**config.mk**
```make
export PLATFORM = sky130hd
export DESIGN_NAME = toothless_decode
export DESIGN_NICKNAME = d
export VERILOG_FILES = /design/src/rtl/toothless_decode.sv
export SDC_FILE = /design/constraint.sdc
export NUM_CORES = 1
export LEC_CHECK = 0
export ABC_AREA = 1
export CAP_MARGIN = 10
export CORE_ASPECT_RATIO = 1.25
export CORE_MARGIN = 4
export CORE_UTILIZATION = 25
export DETAILED_ROUTE_END_ITERATION = 7
export SYNTH_ARGS = -nofsm -noshare
export SYNTH_HDL_FRONTEND = slang
export SYNTH_SLANG_ARGS = --single-unit
```
**constraint.sdc**
```tcl
create_clock -name clk_i -period 3.9 [get_ports clk_i]
set_input_delay 0.585 -clock clk_i [delete_from_list [all_inputs] [get_ports clk_i]]
set_output_delay 0.585 -clock clk_i [all_outputs]
set_load 0.02 [all_outputs]
```
**src/rtl/toothless_decode.sv**
```systemverilog
// Decode stage of the toothless core: R/I/S/B decode into a two-entry skid buffer.
// Optional feature macro: TOOTHLESS_ILLEGAL_KILL_EN (drop illegal instructions, pulse illegal_o).
package toothless_decode_pkg;
    localparam int unsigned XLEN  = 32;
    localparam int unsigned ALU_W = 5;
    localparam int unsigned SEL_W = 2;
    localparam int unsigned REG_W = 5;

    typedef enum logic [ALU_W-1:0] {
        ALU_ADD  = 5'd0,
        ALU_SUB  = 5'd1,
        ALU_XOR  = 5'd2,
        ALU_OR   = 5'd3,
        ALU_AND  = 5'd4,
        ALU_SRA  = 5'd5,
        ALU_SRL  = 5'd6,
        ALU_SLL  = 5'd7,
        ALU_SLT  = 5'd8,
        ALU_SLTU = 5'd9,
        ALU_GES  = 5'd10,
        ALU_GEU  = 5'd11,
        ALU_EQ   = 5'd12,
        ALU_NE   = 5'd13
    } alu_opcode_e;

    typedef enum logic [SEL_W-1:0] {
        OP_SEL_REG   = 2'b00,
        OP_SEL_CURPC = 2'b01,
        OP_SEL_IMM   = 2'b10
    } op_sel_e;

    typedef struct packed {
        alu_opcode_e      alu_op;
        op_sel_e          a_sel;
        op_sel_e          b_sel;
        logic [REG_W-1:0] rs1;
        logic [REG_W-1:0] rs2;
        logic [REG_W-1:0] rd;
        logic             rd_we;
        logic [XLEN-1:0]  imm;
        logic [XLEN-1:0]  pc;
        logic             is_branch;
        logic             is_store;
        logic             illegal;
    } dec_bundle_t;
endpackage

module toothless_decode
    import toothless_decode_pkg::*;
(
    input  logic             clk_i,
    input  logic             rst_i,
    input  logic             flush_i,
    input  logic             instr_valid_i,
    output logic             instr_ready_o,
    input  logic [XLEN-1:0]  instr_i,
    input  logic [XLEN-1:0]  pc_i,
    output logic             dec_valid_o,
    input  logic             dec_ready_i,
    output logic [ALU_W-1:0] alu_op_o,
    output logic [SEL_W-1:0] op_a_sel_o,
    output logic [SEL_W-1:0] op_b_sel_o,
    output logic [REG_W-1:0] rs1_o,
    output logic [REG_W-1:0] rs2_o,
    output logic [REG_W-1:0] rd_o,
    output logic             rd_we_o,
    output logic [XLEN-1:0]  imm_o,
    output logic [XLEN-1:0]  pc_o,
    output logic             is_branch_o,
    output logic             is_store_o,
    output logic             illegal_o
);
    localparam logic [6:0] OPC_R = 7'h33;
    localparam logic [6:0] OPC_I = 7'h13;
    localparam logic [6:0] OPC_S = 7'h23;
    localparam logic [6:0] OPC_B = 7'h63;

    typedef enum logic [1:0] {ST_EMPTY, ST_ONE, ST_FULL} state_e;

    state_e      r_state;
    logic        r_ready;
    logic        r_valid;
    dec_bundle_t r_out;
    dec_bundle_t r_skid;

    logic [6:0]  w_opcode;
    logic [2:0]  w_funct3;
    logic [6:0]  w_funct7;
    logic        w_f7_zero;
    logic        w_f7_alt;
    alu_opcode_e w_arith_op;
    logic        w_arith_ill;
    logic        w_ill;
    dec_bundle_t w_dec;
    logic        w_accept;
    logic        w_drain;
    logic        w_enq;

    assign w_opcode  = instr_i[6:0];
    assign w_funct3  = instr_i[14:12];
    assign w_funct7  = instr_i[31:25];
    assign w_f7_zero = (w_funct7 == 7'h00);
    assign w_f7_alt  = (w_funct7 == 7'h20);

    // Shared R/I arithmetic mapping; funct7 only qualifies shifts for I-type.
    always_comb begin
        w_arith_op  = ALU_ADD;
        w_arith_ill = 1'b0;
        case (w_funct3)
            3'b000: begin
                w_arith_op  = (w_opcode == OPC_R && w_f7_alt) ? ALU_SUB : ALU_ADD;
                w_arith_ill = (w_opcode == OPC_R) && !(w_f7_zero || w_f7_alt);
            end
            3'b001: begin
                w_arith_op  = ALU_SLL;
                w_arith_ill = !w_f7_zero;
            end
            3'b101: begin
                w_arith_op  = w_f7_alt ? ALU_SRA : ALU_SRL;
                w_arith_ill = !(w_f7_zero || w_f7_alt);
            end
            default: begin
                case (w_funct3)
                    3'b010:  w_arith_op = ALU_SLT;
                    3'b011:  w_arith_op = ALU_SLTU;
                    3'b100:  w_arith_op = ALU_XOR;
                    3'b110:  w_arith_op = ALU_OR;
                    default: w_arith_op = ALU_AND;
                endcase
                w_arith_ill = (w_opcode == OPC_R) && !w_f7_zero;
            end
        endcase
    end

    always_comb begin
        w_dec        = '0;
        w_dec.alu_op = ALU_ADD;
        w_dec.a_sel  = OP_SEL_REG;
        w_dec.b_sel  = OP_SEL_REG;
        w_dec.pc     = pc_i;
        w_ill        = 1'b0;
        case (w_opcode)
            OPC_R: begin
                w_dec.alu_op = w_arith_op;
                w_dec.rs1    = instr_i[19:15];
                w_dec.rs2    = instr_i[24:20];
                w_dec.rd     = instr_i[11:7];
                w_dec.rd_we  = (instr_i[11:7] != 5'd0);
                w_ill        = w_arith_ill;
            end
            OPC_I: begin
                w_dec.alu_op = w_arith_op;
                w_dec.b_sel  = OP_SEL_IMM;
                w_dec.rs1    = instr_i[19:15];
                w_dec.rd     = instr_i[11:7];
                w_dec.rd_we  = (instr_i[11:7] != 5'd0);
                w_dec.imm    = {{20{instr_i[31]}}, instr_i[31:20]};
                w_ill        = w_arith_ill;
            end
            OPC_S: begin
                w_dec.b_sel    = OP_SEL_IMM;
                w_dec.rs1      = instr_i[19:15];
                w_dec.rs2      = instr_i[24:20];
                w_dec.imm      = {{20{instr_i[31]}}, instr_i[31:25], instr_i[11:7]};
                w_dec.is_store = 1'b1;
                w_ill          = w_funct3[2] || (w_funct3 == 3'b011);
            end
            OPC_B: begin
                w_dec.rs1       = instr_i[19:15];
                w_dec.rs2       = instr_i[24:20];
                w_dec.imm       = {{19{instr_i[31]}}, instr_i[31], instr_i[7],
                                   instr_i[30:25], instr_i[11:8], 1'b0};
                w_dec.is_branch = 1'b1;
                case (w_funct3)
                    3'b000:  w_dec.alu_op = ALU_EQ;
                    3'b001:  w_dec.alu_op = ALU_NE;
                    3'b100:  w_dec.alu_op = ALU_SLT;
                    3'b101:  w_dec.alu_op = ALU_GES;
                    3'b110:  w_dec.alu_op = ALU_SLTU;
                    3'b111:  w_dec.alu_op = ALU_GEU;
                    default: w_ill = 1'b1;
                endcase
            end
            default: w_ill = 1'b1;
        endcase
        // Illegal bundles are neutralised: only the PC and the illegal flag survive.
        if (w_ill) begin
            w_dec         = '0;
            w_dec.alu_op  = ALU_ADD;
            w_dec.a_sel   = OP_SEL_REG;
            w_dec.b_sel   = OP_SEL_REG;
            w_dec.pc      = pc_i;
            w_dec.illegal = 1'b1;
        end
    end

    assign w_accept = instr_valid_i && r_ready;
    assign w_drain  = r_valid && dec_ready_i;

`ifdef TOOTHLESS_ILLEGAL_KILL_EN
    logic r_ill_pulse;

    assign w_enq = w_accept && !w_dec.illegal;

    always_ff @(posedge clk_i) begin
        if (rst_i || flush_i) begin
            r_ill_pulse <= 1'b0;
        end else begin
            r_ill_pulse <= w_accept && w_dec.illegal;
        end
    end

    assign illegal_o = r_ill_pulse | r_out.illegal;
`else
    assign w_enq     = w_accept;
    assign illegal_o = r_out.illegal;
`endif

    // Skid-buffer FSM: r_out feeds the ports, r_skid catches the beat that arrives under stall.
    always_ff @(posedge clk_i) begin
        if (rst_i) begin
            r_state <= ST_EMPTY;
            r_ready <= 1'b0;
            r_valid <= 1'b0;
            r_out   <= '0;
            r_skid  <= '0;
        end else if (flush_i) begin
            r_state <= ST_EMPTY;
            r_ready <= 1'b1;
            r_valid <= 1'b0;
        end else begin
            case (r_state)
                ST_EMPTY: begin
                    r_ready <= 1'b1;
                    if (w_enq) begin
                        r_out   <= w_dec;
                        r_valid <= 1'b1;
                        r_state <= ST_ONE;
                    end
                end
                ST_ONE: begin
                    if (w_enq && !w_drain) begin
                        r_skid  <= w_dec;
                        r_ready <= 1'b0;
                        r_state <= ST_FULL;
                    end else if (w_enq) begin
                        r_out <= w_dec;
                    end else if (w_drain) begin
                        r_valid <= 1'b0;
                        r_state <= ST_EMPTY;
                    end
                end
                ST_FULL: begin
                    if (w_drain) begin
                        r_out   <= r_skid;
                        r_ready <= 1'b1;
                        r_state <= ST_ONE;
                    end
                end
                default: begin
                    r_state <= ST_EMPTY;
                    r_ready <= 1'b1;
                    r_valid <= 1'b0;
                end
            endcase
        end
    end

    assign instr_ready_o = r_ready;
    assign dec_valid_o   = r_valid;
    assign alu_op_o      = r_out.alu_op;
    assign op_a_sel_o    = r_out.a_sel;
    assign op_b_sel_o    = r_out.b_sel;
    assign rs1_o         = r_out.rs1;
    assign rs2_o         = r_out.rs2;
    assign rd_o          = r_out.rd;
    assign rd_we_o       = r_out.rd_we;
    assign imm_o         = r_out.imm;
    assign pc_o          = r_out.pc;
    assign is_branch_o   = r_out.is_branch;
    assign is_store_o    = r_out.is_store;
endmodule

```
Word-level counts from Yosys, hierarchy flattened
Index checks and enable logic that the tools add are counted.
{"block": "word_totals", "output_inout_bits": 94, "wordCells": 115, "ff_bits": 188, "inputBits": 69}
{"block": "classes", "mux": 36, "eq_ne": 23, "bitwise": 2, "reduce_logical": 27}
{"operator": "two-way mux 92 bit", "count": 4}
{"operator": "case mux 92 bit (3 select lines)", "count": 1}
{"operator": "case mux 32 bit (3 select lines)", "count": 1}
{"operator": "case mux 4 bit (6 select lines)", "count": 1}
{"operator": "== test 7 x 6 -> 1 bit, second input constant", "count": 3}
{"operator": "case mux 4 bit (4 select lines)", "count": 1}
{"operator": "two-way mux 2 bit", "count": 7}
{"operator": "== test 3 bit, second input constant", "count": 4}
{"operator": "!= test 3 bit, second input constant", "count": 4}
{"operator": "case mux 4 bit (3 select lines)", "count": 1}
{"operator": "two-way mux 1 bit", "count": 11}
{"operator": "two-way mux 5 bit", "count": 2}
{"operator": "!= test 2 bit, second input constant", "count": 5}
{"operator": "case mux 5 bit (2 select lines)", "count": 1}
{"operator": "case mux 1 bit (3 select lines)", "count": 3}
{"operator": "AND reduction 4 bit", "count": 2}
{"operator": "== test 7 x 5 -> 1 bit, second input constant", "count": 1}
{"operator": "== test 7 bit, second input constant", "count": 1}
{"operator": "zero test 7 bit", "count": 1}
{"operator": "== test 3 x 2 -> 1 bit, second input constant", "count": 2}
{"operator": "logical AND 1 bit", "count": 6}
{"operator": "two-way mux 6 bit", "count": 1}
{"operator": "case mux 2 bit (3 select lines)", "count": 1}
{"operator": "OR reduction 2 bit", "count": 3}
{"operator": "other kinds (17)", "count": 21}

Longest topological paths before layout
{"block": "logic_depth", "ltp_word": 10, "mapped_depth": 13, "depth_no_buf": 13}

Worst setup path before layout
OpenSTA, ideal clock, no wires.
{"block": "synth_path", "path_kind": "in2reg", "start": "in instr_i[3]", "end": "reg r_skid[87] (netlist bit)", "arrival_ns": 1.650, "required_ns": 3.781, "cell_stages": 11, "path_buffers": 1, "setup_ns": 0.119, "path_slack_ns": 2.131, "cell_sequence": "nor2_1 > nand2_1 > nor2_2 > nand2_1 > nor2_1 > nor2_2 > nand2_2 > inv_4 > buf_6 > nand2_1 > a21oi_1"}
{"block": "synth_between", "elab_chain_cells": 6, "elab_cells_between_ends": 14, "cone_classes": "4 x eq/ne; 6 x mux; 4 x reduce/logical"}
{"element": "from (decl)", "line_no": "56", "text": "input logic [XLEN-1:0] instr_i,"}
{"element": "== test 7 x 6 -> 1 bit"}
{"element": "logical AND 1 bit", "line_no": "111", "text": "w_arith_op = (w_opcode == OPC_R && w_f7_alt) ? ALU_SUB : ALU_ADD;"}
{"element": "two-way mux 1 bit", "line_no": "111"}
{"element": "case mux 4 bit (3 select lines)", "line_no": "109", "text": "case (w_funct3)"}
{"element": "case mux 5 bit (2 select lines)", "line_no": "142", "text": "case (w_opcode)"}
{"element": "two-way mux 92 bit *", "line_no": "187", "text": "if (w_ill) begin"}
{"element": "to (signal assigned)", "line_no": "243", "text": "r_skid <= w_dec;"}
{"element": "to (decl)", "line_no": "84", "text": "dec_bundle_t r_skid;"}
Every way passes the cells marked *; elsewhere a longest branch is shown, timed or not.
A chain may end at the register's enable or synchronous reset.

Worst setup path in the final report
{"block": "layout_path", "start": "reg r_state[1]", "end": "reg r_out, in the netlist imm_o[2]"}
{"block": "layout_between", "elab_chain_cells": 3, "elab_cells_between_ends": 8, "cone_classes": "4 x eq/ne; 1 x mux; 3 x reduce/logical"}
{"element": "from (decl)", "line_no": "80", "text": "state_e r_state;"}
{"element": "from (signal assigned)", "line_no": "222", "text": "r_state <= ST_EMPTY;"}
{"element": "from (signal assigned)", "line_no": "228", "text": "r_state <= ST_EMPTY;"}
{"element": "from (signal assigned)", "line_no": "238", "text": "r_state <= ST_ONE;"}
{"element": "== test 2 x 1 -> 1 bit (tied with other cells)", "line_no": "232", "text": "case (r_state)"}
{"element": "!= test 2 bit (no line) or nonzero test 3 bit (tied branches)"}
{"element": "AND reduction 4 bit (no line)"}
{"element": "to (signal assigned)", "line_no": "236", "text": "r_out <= w_dec;"}
{"element": "to (signal assigned)", "line_no": "247", "text": "r_out <= w_dec;"}
{"element": "to (signal assigned)", "line_no": "255", "text": "r_out <= r_skid;"}
{"element": "to (decl)", "line_no": "83", "text": "dec_bundle_t r_out;"}
Several ways; a longest one is shown, not always the timed one.

==> impl.org <==
** Layout
- After the last flow step, the layout net total stands at 1050.
- For this run, the number of standard cells in the final layout without fillers is 1329.
- Once layout is done, the placed cells without fillers occupy 0.008658 mm².
- Number of antenna cells inserted :: 0
- Area added between synthesis and finish :: 35.98%
- The sequential cells in the finished layout cover a total of 0.002843 mm².
- Cells fill 34.34% of the core in the end.
- Area of the multi-input gates :: 0.002870 mm²
- Share of layout cells above drive strength 1 :: 7.746%
- Fill cell count :: 2623

** Clocking
- Number of buffers inserted during clock tree synthesis :: 17
- The clock passes through at most 2 buffers.
- After clock tree synthesis, the clock-pin slew on the worst setup and hold paths is 60 ps.
- Gates resized during post-CTS repair numbered 0.
- In this run the post-CTS setup repair buffer count came out at 0.
- Root buf cell :: clkbuf_16
- TritonCTS built the clock tree.
- The tree built by TritonCTS fans out to 142 sinks.
- Later-pin clock latency in the skew report :: 410 ps
- CTS built an H-tree with a depth of 4.
- Hold_buf cts :: 0

** STA
- Period minus WS final :: 2464 ps
- The final count of hold timing violations was 0.
- In the post-route analysis, the smallest setup slack over all paths is 1436 ps.
- Fin. max-slew vios :: 0
- Of the available clock period, the critical path in the final layout requires 63.17%.
- Worst hold slack :: 466.7 ps
- Setup TNS after final layout :: 0 ps
- Setup violations remaining at the end of the flow were counted as 0.
- Maximum achievable frequency :: 405.9 MHz
- Setup repair after global routing left no endpoint under its margin.
- Between clock sinks in the finished design, the worst skew comes to 10.95 ps.
- Worst Tran Pin Value :: 973.1 ps
- Measured against its own limit, the worst slew margin works out to 35.13%.

** Power and ir drop
- The analysis attributes to net switching a power of 0.9388 mW.
- Part of the power in registers :: 40.2%
- Share of power burned in the clock network :: 49.0%
- Internal power summed over all cells :: 2.857 mW
- Peak supply drop :: 0.0002793 V
- Total power for the finished layout comes to 3.796 mW.
- Net switching is 24.73% of the power.
- In this run the power density over the cells is 438.4 mW/mm².
- Leakage power total :: 3.335 nW
- Combinational logic burns 10.9% of the power.

** Critical path
- Critical path endpoint category :: register
- Startpoint class of the critical path :: register
- Maximum fanout encountered on the critical timing path :: 50
- STA puts the critical path data arrival time at 2800 ps.
- Data on the critical path is required at its endpoint by 4240 ps.
- Worst R2R Setup Slack :: 1440 ps
- Kind of critical path :: reg2reg

** Die
- The floorplan step defined a core boundary enclosing 0.02521 mm².
- Die footprint :: 0.02810 mm²
- Initial Util :: 25.26%
- Die width :: 150.7 µm
- After floorplanning, the core was divided into 65 placement rows.
- In this run the vertical extent of the chip is 186.4 µm.
- For this design the top-level I/O count stands at 163.

** Worst hold path
- The path class of the tightest hold or removal check is reg2reg.

** Logic synthesis
- Commonest cells in the synthesized netlist :: nand2_1 (145), dfxtp_1 (142), o21ai_0 (134)
- By instance count, the leading cell after synthesis is nand2_1.
- Summing every instance area after synthesis gives 0.006367 mm².
- Of the post-synthesis cell area, the dominant cell type holds 44.65%.
- Number of enable-type register cells in the synthesized netlist :: 0
- Yosys attributes the largest share of cell area to dfxtp_1 (45%), o21ai_0 (11%), a21oi_1 (8.8%).
- For this run, asynchronously set or reset flops after synthesis account for 0%.
- Post-synth top area cell :: dfxtp_1
- Number of storage elements in the synthesis netlist :: 142
- Number of warning messages in the yosys log :: 0
- Distinct cell type count after synthesis :: 33
- Post-synthesis instance total :: 879
- Sequential cells were found to cover 44.65% of the synthesized design area.
- Top FF cell, synth :: dfxtp_1
- Synth Area per Inst :: 7.244 µm²

** Run status
- The run finished with clean final reports.

** Global route
- Entering global routing, the biggest net connects 99 pins.
- Global-route wire length before repair :: 31.71 mm
- Antenna violations before repair :: 0
- Vias in the first global route :: 5913
- For this run, the total global-route usage over all layers was measured as 13.97%.
- Global routing finished with a remaining overflow of 0.

** Routing
- Average vias per placed instance :: 4.698
- For this run, design rule violations remaining after detail routing come to 0.
- Detail-routed net length per standard cell :: 15.10 µm
- Once detail routing completed, the nets flagged for antenna violations numbered 0.
- Total detailed-routing wirelength :: 20.07 mm
- The first routing iteration left 282 violations.
- Via count :: 6244
- For this run, the detailed router's first-pass iteration total came to 5.

** Placement
- Once placement finished, the instance area stood at 0.007990 mm².
- At the end of routability-driven placement, the weighted congestion stood at 0.8133.
- The wire-length estimate of the detail-placed layout is 12.66 mm.
- Count of port buffers added during placement :: 158
- Cell total after placement :: 1297
- OpenSTA, run right after detailed placement, puts the worst setup slack at 1095 ps.

** Job
- The tool flagged a number of max-cap violations equal to 0.
[cell families after synthesis]
logic type,synth area share (%)
compound gates,24.74
buf+inv,10.53
flops,44.65
other cells,0.05889
simple gates,20.02
[cell type report]
type / count / share of cell area [%]
multi-input cells: 607 / 33.15
clock inverters: 14 / 2.645
inverters: 44 / 1.951
repair buffers: 169 / 19.51
clock buffers: 18 / 5.072
well taps: 335 / 4.841
flip-flops and latches: 142 / 32.83
[worst max-delay path, cell delays in order, from the launching register on]
cell and delay [ps]:
dfxtp_1 430, nand2_2 460, inv_2 520, buf_4 620
a21oi_1 160, a21oi_1 180
[per-layer routing]
layer | global-route usage [%] | wire (µm)
met1 | 17.84 | 8873
met2 | 23.16 | 9595
met3 | 3.425 | 1261
met4 | 4.257 | 337
met5 | 0 | 0
[flip-flops by register name, indices dropped and copies added (netlist names), 2 cells and up]
name,count
r_skid,69
pc_o,32
imm_o,13
rd_o,5
rs1_o,5
rs2_o,5
alu_op_o,4
r_state,2
[power by group through the flow]
stage / registers [mW] / logic, mW / clock network [mW]
3_3_place_gp: 1.56 / 0.414 / 0
5_1_grt: 1.53 / 0.446 / 1.96
6_report: 1.52 / 0.412 / 1.86
2_1_floorplan: 1.60 / 0.164 / 0
4_1_cts: 1.52 / 0.418 / 1.91
3_5_place_dp: 1.56 / 0.416 / 0
[path summary, 6_finish.rpt]
kind              depth (start not counted)                 endpoint               startpoint
hold / removal                            2  r_skid[81]$_SDFFE_PP0P_  r_skid[81]$_SDFFE_PP0P_
setup / recovery                          5    imm_o[2]$_SDFFE_PP0P_  r_state[1]$_SDFFE_PP0P_
setup reg to reg                          5    imm_o[2]$_SDFFE_PP0P_  r_state[1]$_SDFFE_PP0P_
hold reg to reg                           2  r_skid[81]$_SDFFE_PP0P_  r_skid[81]$_SDFFE_PP0P_
[cells in the final DEF (no fill, tap or decap), types with 2 or more instances in the layout]
cell / n
dfxtp_1: 142
a21oi_2: 7
nor2_2: 6
inv_6: 4
bufinv_16: 5
nand2_2: 4
buf_12: 2
clkinvlp_4: 2
inv_2: 7
nand3_2: 6
a31oi_1: 32
a21oi_1: 112
nor2_1: 104
o21ai_1: 3
o21ai_0: 134
clkdlybuf4s50_1: 158
nand3_1: 34
nand2_1: 145
buf_4: 9
conb_1: 4
clkinv_4: 2
clkbuf_16: 17
inv_1: 35
o22ai_1: 6
No activity file was read; power rests on OpenSTA's default activity.
